## config.mk

```make
export PLATFORM = sky130hd
export DESIGN_NAME = instruction_register_flat
export DESIGN_NICKNAME = d
export VERILOG_FILES = /design/src/rtl/instruction_register_if.sv /design/src/rtl/instruction_register.sv /design/src/flat_wrapper.sv
export SDC_FILE = /design/constraint.sdc
export NUM_CORES = 1
export LEC_CHECK = 0
export ABC_AREA = 1
export BUFFER_PORTS_ARGS = -buffer_cell sky130_fd_sc_hd__buf_2
export CORE_UTILIZATION = 40
export DETAILED_ROUTE_END_ITERATION = 10
export PLACE_DENSITY_LB_ADDON = 0.3
export SLEW_MARGIN = 20
export SYNTH_ARGS = -nofsm -noshare
export SYNTH_HDL_FRONTEND = slang
export SYNTH_SLANG_ARGS = --single-unit
```

## constraint.sdc

```tcl
create_clock -name clk -period 1.7 [get_ports clk]
set_clock_uncertainty 0.1 [all_clocks]
set_input_delay 0.17 -clock clk [delete_from_list [all_inputs] [get_ports clk]]
set_output_delay 0.17 -clock clk [all_outputs]
set_load 0.005 [all_outputs]
```

## src/rtl/instruction_register_if.sv

```systemverilog
// Bus between memory/control unit and the instruction register.
// The master side supplies the memory word and load enable and consumes the
// decoded field slices. The slave side is the instruction register itself.
interface instruction_register_if;
  logic [15:0] D_MemData;
  logic        C_IRWrite;
  logic [3:0]  OPCODE;
  logic [3:0]  FUNCFIELD;
  logic [3:0]  A_ReadReg1RT;
  logic [3:0]  A_ReadReg2RT;
  logic [1:0]  A_Offset;
  logic [1:0]  A_RegSWLW;
  logic [3:0]  A_WriteRegRT_BT;

  modport master (
    output D_MemData,
    output C_IRWrite,
    input  OPCODE,
    input  FUNCFIELD,
    input  A_ReadReg1RT,
    input  A_ReadReg2RT,
    input  A_Offset,
    input  A_RegSWLW,
    input  A_WriteRegRT_BT
  );

  modport slave (
    input  D_MemData,
    input  C_IRWrite,
    output OPCODE,
    output FUNCFIELD,
    output A_ReadReg1RT,
    output A_ReadReg2RT,
    output A_Offset,
    output A_RegSWLW,
    output A_WriteRegRT_BT
  );
endinterface

```

## src/rtl/instruction_register.sv

```systemverilog
// 16-bit instruction register for the multicycle datapath.
// Loads the memory word when the control unit asserts C_IRWrite and exposes
// fixed bit-field slices of the stored word. No opcode decoding happens here;
// every output is a direct wire from the register, so all outputs are glitch-free.
module instruction_register (
  input logic                  clk,
  input logic                  rst,
  instruction_register_if.slave bus
);

  logic [15:0] ir_q;
  logic [15:0] ir_d;

  // Next-state: take the memory word on a load, otherwise hold.
  always_comb begin
    ir_d = ir_q;
    if (bus.C_IRWrite) begin
      ir_d = bus.D_MemData;
    end
  end

  // State register with synchronous reset taking priority over a load.
  always_ff @(posedge clk) begin
    if (rst) begin
      ir_q <= 16'h0000;
    end else begin
      ir_q <= ir_d;
    end
  end

  // Field slices. Overlaps are intentional: read port 1 and the write/branch
  // register share IR[11:8], and the load/store fields split IR[7:4].
  assign bus.OPCODE          = ir_q[15:12];
  assign bus.A_ReadReg1RT    = ir_q[11:8];
  assign bus.A_WriteRegRT_BT = ir_q[11:8];
  assign bus.A_ReadReg2RT    = ir_q[7:4];
  assign bus.A_RegSWLW       = ir_q[7:6];
  assign bus.A_Offset        = ir_q[5:4];
  assign bus.FUNCFIELD       = ir_q[3:0];

endmodule

```

## src/flat_wrapper.sv

```systemverilog
// flat-port wrapper written by rule: the top's interface ports become plain ports
module instruction_register_flat 
  (clk, rst, bus_D_MemData, bus_C_IRWrite, bus_OPCODE, bus_FUNCFIELD, bus_A_ReadReg1RT, bus_A_ReadReg2RT, bus_A_Offset, bus_A_RegSWLW, bus_A_WriteRegRT_BT);
  instruction_register_if bus_i ();
  input logic clk;
  input logic rst;
  input wire logic [$bits(bus_i.D_MemData)-1:0] bus_D_MemData;
  input wire logic [$bits(bus_i.C_IRWrite)-1:0] bus_C_IRWrite;
  output wire logic [$bits(bus_i.OPCODE)-1:0] bus_OPCODE;
  output wire logic [$bits(bus_i.FUNCFIELD)-1:0] bus_FUNCFIELD;
  output wire logic [$bits(bus_i.A_ReadReg1RT)-1:0] bus_A_ReadReg1RT;
  output wire logic [$bits(bus_i.A_ReadReg2RT)-1:0] bus_A_ReadReg2RT;
  output wire logic [$bits(bus_i.A_Offset)-1:0] bus_A_Offset;
  output wire logic [$bits(bus_i.A_RegSWLW)-1:0] bus_A_RegSWLW;
  output wire logic [$bits(bus_i.A_WriteRegRT_BT)-1:0] bus_A_WriteRegRT_BT;
  assign bus_i.D_MemData = bus_D_MemData;
  assign bus_i.C_IRWrite = bus_C_IRWrite;
  assign bus_OPCODE = bus_i.OPCODE;
  assign bus_FUNCFIELD = bus_i.FUNCFIELD;
  assign bus_A_ReadReg1RT = bus_i.A_ReadReg1RT;
  assign bus_A_ReadReg2RT = bus_i.A_ReadReg2RT;
  assign bus_A_Offset = bus_i.A_Offset;
  assign bus_A_RegSWLW = bus_i.A_RegSWLW;
  assign bus_A_WriteRegRT_BT = bus_i.A_WriteRegRT_BT;
  instruction_register u_core (.clk(clk), .rst(rst), .bus(bus_i));
endmodule
```

Word level (Yosys, flattened, before mapping) --
Cells that the tools add are included.
Word-level totals: input bits 19, output and inout port bits 24, word-level logic and storage cells 1, flip-flop bits (word level) 16

Depth between registers and ports, before layout --
depth in word-level cells 0, mapped depth 4

Worst setup path before layout --
No wires, ideal clock.
path kind input port to flip-flop, start point input port rst, end point register u_core.ir_q[3], buffers on the path 1, arrival 0.579 ns, slack 0.960 ns, stages 4, cells stage by stage inv_1 > buf_4 > nand2_1 > nor2_2
RTL lines:
- start, declared | line flat_wrapper.sv:6 | input logic rst;
- end signal, assigned | line instruction_register.sv:27 | ir_q <= ir_d;
- end, declared | line instruction_register.sv:11 | logic [15:0] ir_q;

Worst setup path in the final report --
start point register u_core.ir_q[4], end point output port bus_A_Offset[0]
RTL lines:
- end, declared | line flat_wrapper.sv:13 | output wire logic [$bits(bus_i.A_Offset)-1:0] bus_A_Offset;
No word-level cell between the ends.

==> summary.md <==
| Metric | Value |
|---|---|
| Status | finished, final reports clean |
| Drt via density | 4.01 |
| Row count | 15 |
| Final Max Slew Viols | 0 |
| CTS root buf | clkbuf_4 |
| Initial Util | 42.3% |
| CP Launch Type | register |
| Vias in the first global route | 466 |
| Drt pass-1 iters | 4 |
| Dpl hpwl | 901 um |
| Post-synthesis sequential area ratio | 43.8% |
| Max-slew headroom at the worst pin | 67.3% |
| Initial antenna violation count | 0 |
| Critical path's largest stage delay | 360 ps |
| Beginning of the worst hold path | bus_D_MemData[14] |
| Worst reg-to-reg path cell count | 2 |
| Reg clk slew, reported paths | 90 ps |
| CP top delay family | flip-flops |
| Worst reg2reg path endpoint | u_core.ir_q[4] |
| Layout area overhead | 24.1% |
| Crit path max fanout | 3 |
| Post-cts resize count | 0 |
| CP max-delay cell | dfxtp_1 |
| GR Overflow Total | 0 |
| GRT Total Usage | 13.6% |
| GPL Wtd Cong | about 0.64 |
| Number of diodes | 0 |
| Setup ws final | around 660 ps |
| Cell chain of the critical path | buf_2 |
| Clock sink count | 16 |
| P_leak | 0.580 nW |
| I/O pin total | 43 |
| Most common cell after layout, fill and taps aside | buf_2 |
| Synthesized instance count | around 110 |
| Die Ht | between 40 and 50 um |
| Post-CTS Hold Fix Bufs | 0 |
| CTS Buf Count | 3 |
| Post-Route WL | about 1.3 mm |
| Detail Route Antenna Nets | 0 |
| Final Hold Vio Count | 0 |
| WHS Endpoint | u_core.ir_q[14] |
| Nets | 163 |
| PD cells | between 800 and 900 nW/um^2 |
| Clock tree buffer depth | 2 |
| Distinct cell type count after synthesis | 7 |
| Buf/Inv on CP | 1 |
| Worst slew pin tran | 491 ps |
| Post-Syn Nets | 128 |
| Biggest regs | u_core.ir_q: 16 flops |
| CP endpoint kind | output port |
| Fin Setup TNS | 0 ps |
| Peak VDD IR | 0.000367 V |
| Final Critical Period | approximately 1000 ps |
| Post-CTS Setup Inserts | 0 |
| Fmax | around 960 MHz |
| Flop2flop setup slack | ~1000 ps |
| Critical path type | register to output port |
| Ys Warns | 0 |
| Initial DRC Count | 14 |
| Top reg by flops | u_core.ir_q |
| Post-Syn Area per Cell | 6.70 sq um |
| DR WL/cell | 7.67 um |
| Synthesized area | 731 sq um |
| WP data required | 1430 ps |
| RSZ-0062 raised after global routing | no |
| # port buffers | 42 |
| Hold Path Stages | 5 |
| Most frequent cells in the layout | buf_2, nand2_1, nor2_1 |
| Fin crit share | 61.0% |
| CTS tree | yes |
| H-tree Lvls | 1 |
| Layout cells sized above 1 | 33.6% |
| Largest net degree at the start of global routing | 33 |
| Number of flip-flops in the largest register | 16 |
| Min-delay worst type | input pin to register |
| Final Setup Violations | 0 |
| Full die area | 2000 sq um |
| Seq cells post-synth | 16 |
| Place WS | 671 ps |
| Clk_lat worst skew | around 280 ps |
| Post-route DRC | 0 |
| Core ar. | between 1500 and 2000 sq um |
| Max-Cap Viols | 0 |
| Worst r2r src | u_core.ir_q[4] |
| Width of the die | 44.7 um |
| Vias | 674 |
| WP data arrival | 770 ps |
| First-pass GRT wire length | a little under 2 mm |
-- worst max-delay path by stage --
stage	start	endpoint	slack (ps)	cells past startpoint
after floorplan	rst	u_core.ir_q[3]	960	4
after global placement	bus_C_IRWrite	u_core.ir_q[3]	700	4
after detailed placement	bus_C_IRWrite	u_core.ir_q[1]	670	4
after CTS	u_core.ir_q[4]	bus_A_Offset[0]	640	1
after global routing	u_core.ir_q[5]	bus_A_ReadReg2RT[1]	600	1
final	u_core.ir_q[4]	bus_A_Offset[0]	660	1
-- power breakdown --
group	total [mW]	switching [mW]	internal, mW
Sequential	0.416	0.0147	0.401
Clock	0.250	0.120	0.130
Combinational	0.125	0.0634	0.0615
Total	0.791	0.198	0.593
-- metrics by stage --
step / instances / area, sq um / power (mW) / utilization [%] / hold slack, ps
2_1_floorplan: 109 / 731 / 0.512 / - / 225
3_3_place_gp: 164 / 871 / 0.547 / 50.4 / 356
3_5_place_dp: 164 / 871 / 0.550 / 50.4 / 362
4_1_cts: 168 / 907 / 0.806 / 52.5 / 51.6
5_1_grt: 168 / 907 / 0.840 / 52.5 / 72.2
6_report: 168 / 907 / 0.791 / 52.5 / 63.1
-- cell type report --
| cell class | count | area (sq um) |
|---|---|---|
| Tap cell | 25 | 31.3 |
| Multi-Input combinational cell | 64 | 245 |
| Inverter | 17 | 63.8 |
| Timing Repair Buffer | 42 | 210 |
| Fill cell | 191 | 820 |
| Clock buffer | 4 | 36.3 |
| Sequential cell | 16 | 320 |
-- cell families (layout without fill, tap and decap cells) --
logic type,count (synthesis),after routing,share of synthesized area [%]
simple gates,64,64,33.6
buf+inv,29,63,22.6
flops,16,16,43.8
-- routing by layer --
layer  track usage [%]  up-vias  share of wire (%)
li1                  -      366                  -
met1              17.4      275                 51
met2              19.4       31                 40
met3              6.00        2                7.9
met4              7.27        0               0.85
met5                 0        -                  0
-- synth_stat cells --
cell	number	area, sq um
nand2_1	32	120
dfxtp_1	16	320
buf_4	9	67.6
buf_6	3	33.8
nor2_2	2	12.5
inv_1	17	63.8
nor2_1	30	113
Power figures use the tool's default switching activity.
